<file path="config.mk">
export PLATFORM = sky130hd
export DESIGN_NAME = seg7_scan_driver_flat
export DESIGN_NICKNAME = d
export VERILOG_FILES = /design/src/rtl/seg7_pkg.sv /design/src/rtl/seg7_scan_driver_if.sv /design/src/rtl/seg7_glyph.sv /design/src/rtl/seg7_scan_driver.sv /design/src/flat_wrapper.sv
export SDC_FILE = /design/constraint.sdc
export NUM_CORES = 1
export LEC_CHECK = 0
export BUFFER_PORTS_ARGS = -buffer_cell sky130_fd_sc_hd__buf_2
export CORE_ASPECT_RATIO = 0.8
export CORE_UTILIZATION = 40
export CTS_BUF_LIST = sky130_fd_sc_hd__clkbuf_4 sky130_fd_sc_hd__clkbuf_8 sky130_fd_sc_hd__clkbuf_16
export CTS_CLUSTER_DIAMETER = 30
export DETAILED_ROUTE_END_ITERATION = 7
export PLACE_DENSITY = 0.61
export REMOVE_ABC_BUFFERS = 1
export SLEW_MARGIN = 30
export SYNTH_ARGS = -nofsm -noshare
export SYNTH_HDL_FRONTEND = slang
export SYNTH_SLANG_ARGS = --single-unit
</file>
<file path="constraint.sdc">
create_clock -name clk -period 6.9 [get_ports clk]
set_input_delay 0.69 -clock clk [delete_from_list [all_inputs] [get_ports clk]]
set_output_delay 0.69 -clock clk [all_outputs]
set_load 0.05 [all_outputs]
</file>
<file path="src/rtl/seg7_pkg.sv">
// Shared seven-segment types, the hex glyph table and width helper.
// Latency: n/a (constants and types only).
// Backpressure: n/a.
package seg7_pkg;

    typedef logic [7:0] seg_t;

    localparam seg_t SEG_OFF = 8'h00;

    // Entry n is the glyph for hex code n; bit7=a .. bit1=g, bit0=dp left clear.
    localparam logic [15:0][7:0] GLYPH_TAB = {
        8'h8E, 8'h9E, 8'h7A, 8'h9C,   // F E d C
        8'h3E, 8'hEE, 8'hF6, 8'hFE,   // b A 9 8
        8'hE0, 8'hBE, 8'hB6, 8'h66,   // 7 6 5 4
        8'hF2, 8'hDA, 8'h60, 8'hFC    // 3 2 1 0
    };

    function automatic int width_of(input int n);
        return (n > 1) ? $clog2(n) : 1;
    endfunction

endpackage

</file>
<file path="src/rtl/seg7_scan_driver_if.sv">
// Digit data/strobe inputs and scanned display outputs of the seven-segment driver.
// Latency: n/a (wiring only).
// Backpressure: none; load is a single-cycle strobe that is always accepted.
interface seg7_scan_driver_if
    import seg7_pkg::*;
#(
    parameter int DIGITS = 4
);
    logic [4*DIGITS-1:0] value;
    logic [DIGITS-1:0]   dp_in;
    logic [DIGITS-1:0]   blank;
    logic                load;
    seg_t                seg;
    logic [DIGITS-1:0]   an;
    logic                frame_done;
    logic                upd_pend;

    modport master (
        output value, dp_in, blank, load,
        input  seg, an, frame_done, upd_pend
    );

    modport slave (
        input  value, dp_in, blank, load,
        output seg, an, frame_done, upd_pend
    );
endinterface

</file>
<file path="src/rtl/seg7_glyph.sv">
// Combinational hex code plus decimal point to segment pattern (1 = lit).
// Latency: 0 cycles.
// Backpressure: none.
module seg7_glyph
    import seg7_pkg::*;
(
    input  logic [3:0] code,
    input  logic       dp,
    output seg_t       seg
);
    assign seg = GLYPH_TAB[code] | {7'b0, dp};
endmodule

</file>
<file path="src/rtl/seg7_scan_driver.sv">
// Multiplexed N-digit seven-segment driver with double-buffered updates; SEG7_LZB_EN adds leading-zero blanking.
// Latency: seg/an/frame_done registered one cycle after scan state; load visible within DIGITS*SCAN_DIV+1 cycles.
// Backpressure: none; load always accepted, the last load before a frame wrap is the one committed.
module seg7_scan_driver
    import seg7_pkg::*;
#(
    parameter int DIGITS     = 4,
    parameter int SCAN_DIV   = 50000,
    parameter int GUARD      = 16,
    parameter bit ACTIVE_LOW = 1'b0
) (
    input  logic                clk,
    input  logic                rst,
    seg7_scan_driver_if.slave   bus
);
    localparam int CNT_W = width_of(SCAN_DIV);
    localparam int IDX_W = width_of(DIGITS);

    localparam logic [CNT_W-1:0] CNT_LAST  = CNT_W'(SCAN_DIV - 1);
    localparam logic [CNT_W-1:0] CNT_GUARD = CNT_W'(GUARD);
    localparam logic [IDX_W-1:0] IDX_LAST  = IDX_W'(DIGITS - 1);

    localparam seg_t              SEG_IDLE = ACTIVE_LOW ? 8'hFF : 8'h00;
    localparam logic [DIGITS-1:0] AN_IDLE  = {DIGITS{ACTIVE_LOW}};

    logic [CNT_W-1:0]    cnt;
    logic [IDX_W-1:0]    idx;

    logic [4*DIGITS-1:0] pend_value;
    logic [DIGITS-1:0]   pend_dp;
    logic [DIGITS-1:0]   pend_blank;
    logic                upd_pend_q;

    logic [4*DIGITS-1:0] disp_value;
    logic [DIGITS-1:0]   disp_dp;
    logic [DIGITS-1:0]   disp_blank;
    logic [DIGITS-1:0]   dark_vec;

    logic                frame_wrap;
    logic                commit;
    logic                in_guard;

    logic [3:0]          cur_code;
    logic                cur_dp;
    logic                cur_dark;
    seg_t                glyph_seg;
    seg_t                seg_n;
    logic [DIGITS-1:0]   an_n;

    seg_t                seg_q;
    logic [DIGITS-1:0]   an_q;
    logic                frame_done_q;

    assign frame_wrap = (cnt == CNT_LAST) && (idx == IDX_LAST);
    assign commit     = frame_wrap && upd_pend_q;
    assign in_guard   = (cnt < CNT_GUARD);

    always_ff @(posedge clk or posedge rst) begin
        if (rst) begin
            cnt <= '0;
            idx <= '0;
        end else if (cnt == CNT_LAST) begin
            cnt <= '0;
            idx <= (idx == IDX_LAST) ? '0 : idx + IDX_W'(1);
        end else begin
            cnt <= cnt + CNT_W'(1);
        end
    end

    always_ff @(posedge clk or posedge rst) begin
        if (rst) begin
            pend_value <= '0;
            pend_dp    <= '0;
            pend_blank <= '0;
        end else if (bus.load) begin
            pend_value <= bus.value;
            pend_dp    <= bus.dp_in;
            pend_blank <= bus.blank;
        end
    end

    // A load coinciding with commit keeps the flag set: the fresh data is still waiting.
    always_ff @(posedge clk or posedge rst) begin
        if (rst) begin
            upd_pend_q <= 1'b0;
        end else if (bus.load) begin
            upd_pend_q <= 1'b1;
        end else if (commit) begin
            upd_pend_q <= 1'b0;
        end
    end

    always_ff @(posedge clk or posedge rst) begin
        if (rst) begin
            disp_value <= '0;
            disp_dp    <= '0;
            disp_blank <= '0;
        end else if (commit) begin
            disp_value <= pend_value;
            disp_dp    <= pend_dp;
            disp_blank <= pend_blank;
        end
    end

`ifdef SEG7_LZB_EN
    logic [DIGITS-1:0] lzb_mask;

    // Dark from the top digit down while code is 0 with no dp; digit 0 always shows.
    function automatic logic [DIGITS-1:0] lead_zero_mask(
        input logic [4*DIGITS-1:0] v,
        input logic [DIGITS-1:0]   d
    );
        logic [DIGITS-1:0] m;
        logic              run;
        m   = '0;
        run = 1'b1;
        for (int k = DIGITS - 1; k >= 1; k--) begin
            run  = run & (v[4*k +: 4] == 4'h0) & ~d[k];
            m[k] = run;
        end
        return m;
    endfunction

    always_ff @(posedge clk or posedge rst) begin
        if (rst) begin
            lzb_mask <= lead_zero_mask('0, '0);
        end else if (commit) begin
            lzb_mask <= lead_zero_mask(pend_value, pend_dp);
        end
    end

    assign dark_vec = disp_blank | lzb_mask;
`else
    assign dark_vec = disp_blank;
`endif

    always_comb begin
        cur_code = '0;
        cur_dp   = 1'b0;
        cur_dark = 1'b0;
        an_n     = '0;
        for (int k = 0; k < DIGITS; k++) begin
            if (idx == IDX_W'(k)) begin
                cur_code = disp_value[4*k +: 4];
                cur_dp   = disp_dp[k];
                cur_dark = dark_vec[k];
                an_n[k]  = !in_guard;
            end
        end
    end

    seg7_glyph u_glyph (
        .code (cur_code),
        .dp   (cur_dp),
        .seg  (glyph_seg)
    );

    assign seg_n = (in_guard || cur_dark) ? SEG_OFF : glyph_seg;

    always_ff @(posedge clk or posedge rst) begin
        if (rst) begin
            seg_q        <= SEG_IDLE;
            an_q         <= AN_IDLE;
            frame_done_q <= 1'b0;
        end else begin
            seg_q        <= seg_n ^ {8{ACTIVE_LOW}};
            an_q         <= an_n ^ {DIGITS{ACTIVE_LOW}};
            frame_done_q <= frame_wrap;
        end
    end

    assign bus.seg        = seg_q;
    assign bus.an         = an_q;
    assign bus.frame_done = frame_done_q;
    assign bus.upd_pend   = upd_pend_q;

endmodule

</file>
<file path="src/flat_wrapper.sv">
// flat-port wrapper written by rule: the top's interface ports become plain ports
module seg7_scan_driver_flat import seg7_pkg::*;
#(
    parameter int DIGITS     = 4,
    parameter int SCAN_DIV   = 50000,
    parameter int GUARD      = 16,
    parameter bit ACTIVE_LOW = 1'b0
)
  (clk, rst, bus_value, bus_dp_in, bus_blank, bus_load, bus_seg, bus_an, bus_frame_done, bus_upd_pend);
  seg7_scan_driver_if #(.DIGITS(DIGITS)) bus_i ();
  input  logic clk;
  input  logic rst;
  input wire logic [$bits(bus_i.value)-1:0] bus_value;
  input wire logic [$bits(bus_i.dp_in)-1:0] bus_dp_in;
  input wire logic [$bits(bus_i.blank)-1:0] bus_blank;
  input wire logic [$bits(bus_i.load)-1:0] bus_load;
  output wire logic [$bits(bus_i.seg)-1:0] bus_seg;
  output wire logic [$bits(bus_i.an)-1:0] bus_an;
  output wire logic [$bits(bus_i.frame_done)-1:0] bus_frame_done;
  output wire logic [$bits(bus_i.upd_pend)-1:0] bus_upd_pend;
  assign bus_i.value = bus_value;
  assign bus_i.dp_in = bus_dp_in;
  assign bus_i.blank = bus_blank;
  assign bus_i.load = bus_load;
  assign bus_seg = bus_i.seg;
  assign bus_an = bus_i.an;
  assign bus_frame_done = bus_i.frame_done;
  assign bus_upd_pend = bus_i.upd_pend;
  seg7_scan_driver #(.DIGITS(DIGITS), .SCAN_DIV(SCAN_DIV), .GUARD(GUARD), .ACTIVE_LOW(ACTIVE_LOW)) u_core (.clk(clk), .rst(rst), .bus(bus_i));
endmodule
</file>
==> impl_metrics.json, run 1 <==
{
  "fin_crit_sh_pct": 38.8,
  "synth-xor-area-share_pct": 3.39,
  "cts_tree": "built",
  "yosysWarnings": 0,
  "final_nets": 356,
  "rsz0062_at_grt": "no",
  "synth-simple-area-share_pct": 11.1,
  "endpoint_kind": "flop",
  "critPathMaxStageDelay_ns": 0.54,
  "path_clk_slew_ns": 0.06,
  "place.gp.congestion": 0.786,
  "required_ns": 7.12,
  "worstPathMaxFanout": 17,
  "ctsLongestPathBuffers": 2,
  "final_cell_area_mm2": 0.00423,
  "ctsResizeCount": 0,
  "rows": 30,
  "ant_nets": 0,
  "synth_top_family_by_area": "multiplexers",
  "ys_ff_latch": 80,
  "clkPwrFrac_pct": 48.0,
  "yosysUniqueCellTypes": 43,
  "wirelength_um": 7020,
  "drv_cap": 0,
  "cp_common_cell": "nor4_2",
  "worstMarginPinSlew_ns": 0.752,
  "comb_power_share_pct": 3.5,
  "seqPwrFrac_pct": 48.5,
  "dr.pass1.iters": 4,
  "cts_buffers": 9,
  "timing.critical_path.from": "u_core.cnt[7]$_DFF_PP0_",
  "cp_top_family": "simple AND/OR/NAND/NOR gates",
  "tns_ns": 0,
  "cts_hold_buf": 0,
  "final_common_cell": "dfrtp_1",
  "post_cts_buffers": 0,
  "area_delta_synth_final_pct": 16.9,
  "period_minus_slack_ns": 2.68,
  "cp_slowest_cell": "and3_1",
  "regToRegStartpoint": "u_core.cnt[7]$_DFF_PP0_",
  "synth_top_cell_by_area": "dfrtp_1",
  "drt-initial-drc-count": 102,
  "min_from": "u_core.pend_value[8]$_DFFE_PP0P_",
  "gr-usage-all-layers_pct": 17.1,
  "cts_sinks": 80,
  "numPortBuffers": 40,
  "start_util_pct": 41.9,
  "synthAdderAreaFrac_pct": 3.80,
  "via_per_inst": 5.22,
  "internal-power_mw": 0.806,
  "pin_count": 41,
  "grt_pass1_wl_um": 11800,
  "synth_area_leaders": "dfrtp_1 55%, mux2_2 9.0%, mux2_4 8.3%, ha_1 3.8%, xnor2_1 1.7%",
  "core_mm2": 0.00863,
  "rrSetupSlack_ns": 4.22,
  "syn_area_mm2": 0.00362,
  "critPathLaunchType": "flop",
  "place_area_mm2": 0.00392,
  "yosysSeqAreaShare_pct": 55.3,
  "fin_skew_ns": 0.00703,
  "hp-class": "reg -> reg",
  "grt_pass1_vias": 2283,
  "synth_edf_count": 0,
  "utilization_pct": 49.0,
  "drcViolationCount": 0,
  "maxSlewViolCount": 0,
  "finalSetupViolCount": 0,
  "netlist.area_leader.share_pct": 55.3,
  "cp_cell_sequence": "nor4_2, nand2_1, nor4_2, and3_1, buf_4, mux2_2",
  "via_count": 2270,
  "crit_arrival_ns": 2.90,
  "slew_headroom_pct": 49.9,
  "powerDensity_mw_per_mm2": 240,
  "wl_per_cell_um": 16.1,
  "p_total_mw": 1.02,
  "mostFrequentLayoutCells": "80 x dfrtp_1, 40 x buf_2, 29 x mux2_2",
  "p_leak_nw": 1.95,
  "globalRouteOverflowTotal": 0,
  "finalHoldViolations": 0,
  "cts-root-buf": "clkbuf_16",
  "die_h_um": 87.1,
  "avgSynthCellArea_um2": 13.1,
  "antennaDiodeCount": 0,
  "synthMuxAreaShare_pct": 17.6,
  "htree_levels": 3,
  "synth_ff_type": "dfrtp_1",
  "synth_compound_area_share_pct": 5.36,
  "p_sw_share_pct": 20.7,
  "fp.dieW_um": 108,
  "antenna_found_initial": 0,
  "grt_max_degree": 81,
  "fp.dieArea_mm2": 0.00943,
  "fmax_mhz": 373,
  "crit_buf_inv": 1,
  "crit_type": "reg -> reg",
  "peakVddDrop_mv": 0.193,
  "insertion_delay_ns": 0.34,
  "status": "completed",
  "drive_above_1_share_pct": 35.9,
  "hpwl_um": 4720,
  "async_flop_share_pct": 100,
  "p_switching_mw": 0.210,
  "synth_cells": 276
}
-- worst reg2reg max path: stages (launching register included) --
cell and delay (ns):
dfrtp_1 0.42, nor4_2 0.25, nand2_1 0.16, nor4_2 0.40, and3_1 0.55, buf_4 0.41
mux2_2 0.38
-- sequential cells by signal (all words and copies together), names as in the netlist --
register and count:
u_core.disp_dp 4, u_core.bus.upd_pend 1, u_core.pend_blank 4, u_core.pend_dp 4
u_core.pend_value 16, u_core.bus.frame_done 1, u_core.bus.seg 8, u_core.bus.an 4
u_core.cnt 16, u_core.dark_vec 4, u_core.disp_value 16, u_core.idx 2
-- cell type report --
class / count / area, um2
Clock buffer: 12 / 260
Clock inverter: 4 / 52.6
Fill cell: 793 / 4400
Inverter: 10 / 38.8
Multi-Input combinational cell: 175 / 1520
Sequential cell: 80 / 2000
Tap cell: 112 / 140
Timing Repair Buffer: 42 / 219
-- routing by layer --
metal | up-vias | GRT usage [%] | share of wire (%)
met2 | 62 | 22.8 | 42
li1 | 1049 | - | -
met5 | - | 0 | 0
met3 | 10 | 6.66 | 5.7
met4 | 0 | 6.51 | 1.4
met1 | 1149 | 24.7 | 51
-- path summary, 6_finish.rpt --
kind / end / depth (start not counted)
min: u_core.disp_value[8]$_DFFE_PP0P_ / 1
max reg2reg: u_core.dark_vec[0]$_DFFE_PP0P_ / 6
max: u_core.dark_vec[0]$_DFFE_PP0P_ / 6
min in group asynchronous: u_core.cnt[5]$_DFF_PP0_ / 3
max in group asynchronous: u_core.pend_value[1]$_DFFE_PP0P_ / 3
min reg2reg: u_core.disp_value[8]$_DFFE_PP0P_ / 1
-- cells by family after synthesis --
kind of cell | Yosys count
flip-flops | 80
XOR/XNOR | 14
multiplexers | 50
adder cells (fa/ha/maj) | 11
AO/OA/AOI/OAI | 26
AND/OR/NAND/NOR | 74
buffers and inverters | 21
-- metrics by stage --
step,hold slack (ns),std cells,worst slack [ns]
finish,0.502,435,4.22
floorplan,0.473,265,4.16
CTS,0.506,435,4.23
detailed placement,0.491,419,4.25
global route,0.520,435,3.96
global placement,0.487,419,4.33
-- power groups by stage --
stage,registers [mW],clock network [mW],logic (mW)
3_5_place_dp,0.501,0,0.0371
5_1_grt,0.494,0.521,0.0405
2_1_floorplan,0.497,0,0.0221
6_report,0.492,0.487,0.0359
4_1_cts,0.492,0.503,0.0373
3_3_place_gp,0.500,0,0.0353
-- synth_stat cells (4+ instances only) --
| cell | count |
|---|---|
| ha_1 | 11 |
| nor2b_1 | 6 |
| xor2_1 | 7 |
| nand2_1 | 15 |
| o21ai_0 | 5 |
| xnor2_1 | 7 |
| nand3_1 | 10 |
| mux2_2 | 29 |
| nor2_1 | 14 |
| mux2_4 | 20 |
| inv_1 | 10 |
| and2_1 | 4 |
| and3_1 | 6 |
| dfrtp_1 | 80 |
| a221oi_1 | 5 |
(Power assumes the default switching activity.)
==> run 2: changes to the inputs <==
==> constraint.sdc (replaced) <==
create_clock -name clk -period 2.65 [get_ports clk]
set_input_delay 0.265 -clock clk [delete_from_list [all_inputs] [get_ports clk]]
set_output_delay 0.265 -clock clk [all_outputs]
set_load 0.05 [all_outputs]
==> impl_metrics.json, run 2 (synthesized netlist as in run 1, its figures left out) <==
{
  "utilization_pct": 49.4,
  "gr-usage-all-layers_pct": 16.1,
  "p_leak_nw": 1.96,
  "hpwl_um": 4490,
  "ant_nets": 0,
  "critPathMaxStageDelay_ns": 0.39,
  "whs_ns": -0.0142,
  "finalSetupViolCount": 0,
  "worstPathMaxFanout": 10,
  "ctsLongestPathBuffers": 2,
  "p_total_mw": 2.61,
  "reg_top3": "u_core.cnt x16, u_core.disp_value x16, u_core.pend_value x16",
  "drv_cap": 0,
  "drcViolationCount": 0,
  "cts_buffers": 9,
  "multiInputGateArea_mm2": 0.00151,
  "dr.pass1.iters": 6,
  "antenna_found_initial": 0,
  "fp.dieW_um": 108,
  "tns_ns": 0,
  "cp_slowest_cell": "dfrtp_1",
  "final_cell_area_mm2": 0.00426,
  "powerDensity_mw_per_mm2": 613,
  "grt_max_degree": 81,
  "area_delta_synth_final_pct": 17.8,
  "place.gp.congestion": 0.787,
  "numPortBuffers": 40,
  "finalHoldViolations": 6,
  "cts-root-buf": "clkbuf_16",
  "grt_pass1_wl_um": 11200,
  "hp-class": "in -> async",
  "htree_levels": 3,
  "via_count": 2205,
  "antennaDiodeCount": 0,
  "wirelength_um": 6680,
  "fillCellCount": 764,
  "worstMarginPinSlew_ns": 0.644,
  "rows": 30,
  "maxSlewViolCount": 0,
  "crit_type": "reg -> reg",
  "p_sw_share_pct": 20.2,
  "rsz0062_at_grt": "no",
  "final_nets": 360,
  "ff2ff_path_depth": 10,
  "period_minus_slack_ns": 2.43,
  "pin_count": 41,
  "seqPwrFrac_pct": 49.0,
  "fmax_mhz": 412,
  "required_ns": 2.91,
  "slew_headroom_pct": 57.0,
  "grt_pass1_vias": 2175,
  "regArea_mm2": 0.00200,
  "critPathLaunchType": "flop",
  "violations": "negative hold slack",
  "crit_arrival_ns": 2.69,
  "final_common_cell": "dfrtp_1",
  "core_mm2": 0.00863,
  "dp.cells": 423,
  "endpoint_kind": "flop",
  "mostFrequentLayoutCells": "80 x dfrtp_1, 40 x buf_2, 29 x mux2_2",
  "comb_power_share_pct": 3.6,
  "cp_cell_sequence": "inv_1, ha_1, nor2b_1, a22oi_1, a21o_1, inv_1, ha_1, or3_1, o221a_2, nor2_1",
  "place_area_mm2": 0.00395,
  "via_per_inst": 5.02,
  "drive_above_1_share_pct": 36.7,
  "fp.dieArea_mm2": 0.00943,
  "status": "complete, but fails checks",
  "insertion_delay_ns": 0.33,
  "place_ws_ns": 0.184,
  "wl_per_cell_um": 15.2,
  "drt-initial-drc-count": 117,
  "die_h_um": 87.1,
  "cts_sinks": 80,
  "fin_skew_ns": 0.00629,
  "internal-power_mw": 2.08,
  "peakVddDrop_mv": 0.426,
  "fin_crit_sh_pct": 91.6,
  "globalRouteOverflowTotal": 0,
  "path_clk_slew_ns": 0.06,
  "cts_tree": "built",
  "clkPwrFrac_pct": 47.4,
  "p_switching_mw": 0.528,
  "start_util_pct": 41.9,
  "final_cells": 439,
  "post_cts_buffers": 0,
  "timing.final.ws_setup_ns": 0.223
}
[run 2: final cells by class]
cell class | count | area share [%]
multi-input combinational | 175 | 35.3
clock buffer | 11 | 5.93
timing repair buffer | 46 | 6.34
inverter | 10 | 0.910
sequential | 80 | 46.9
clock inverter | 5 | 1.29
tap | 112 | 3.29
[run 2: repair_timing]
action / CTS / global route
endpoints found under the setup margin: 0 / 3
resized for setup: 0 / 1
hold buffers: 0 / 0
[run 2: metal layers]
metal | track usage, % | vias to the layer above | wire, um
li1 | - | 1071 | -
met4 | 7.00 | 0 | 119
met3 | 5.09 | 10 | 272
met1 | 23.5 | 1087 | 3490
met5 | 0 | - | 0
met2 | 21.6 | 37 | 2800
[run 2: path summary, 6_finish.rpt]
kind / end / startpoint / slack [ns]
setup / recovery: u_core.bus.seg[7]$_DFF_PP0_ / u_core.idx[1]$_DFFE_PP0N_ / 0.22
hold / removal: u_core.cnt[12]$_DFF_PP0_ / rst / -0.01
setup reg to reg: u_core.bus.seg[7]$_DFF_PP0_ / u_core.idx[1]$_DFFE_PP0N_ / 0.22
hold reg to reg: u_core.disp_value[12]$_DFFE_PP0P_ / u_core.pend_value[12]$_DFFE_PP0P_ / 0.50
max in group asynchronous: u_core.bus.an[1]$_DFF_PP0_ / rst / 2.30
min in group clk: u_core.pend_value[4]$_DFFE_PP0P_ / bus_value[4] / 0.16
[run 2: worst max-delay path, delay by kind of cell (launching register included)]
kind | cells | cell delay, ns
buffers and inverters | 2 | 0.20
AO/OA/AOI/OAI | 3 | 0.59
AND/OR/NAND/NOR | 3 | 0.60
adder cells (fa/ha/maj) | 2 | 0.57
flip-flops | 1 | 0.39
[run 2: power by group through the flow]
stage	combinational (mW)	sequential, mW	clock [mW]
floorplan	0.0574	1.29	0
global placement	0.0946	1.30	0
detailed placement	0.0971	1.30	0
CTS	0.0975	1.28	1.28
global route	0.107	1.28	1.33
finish	0.0942	1.28	1.24
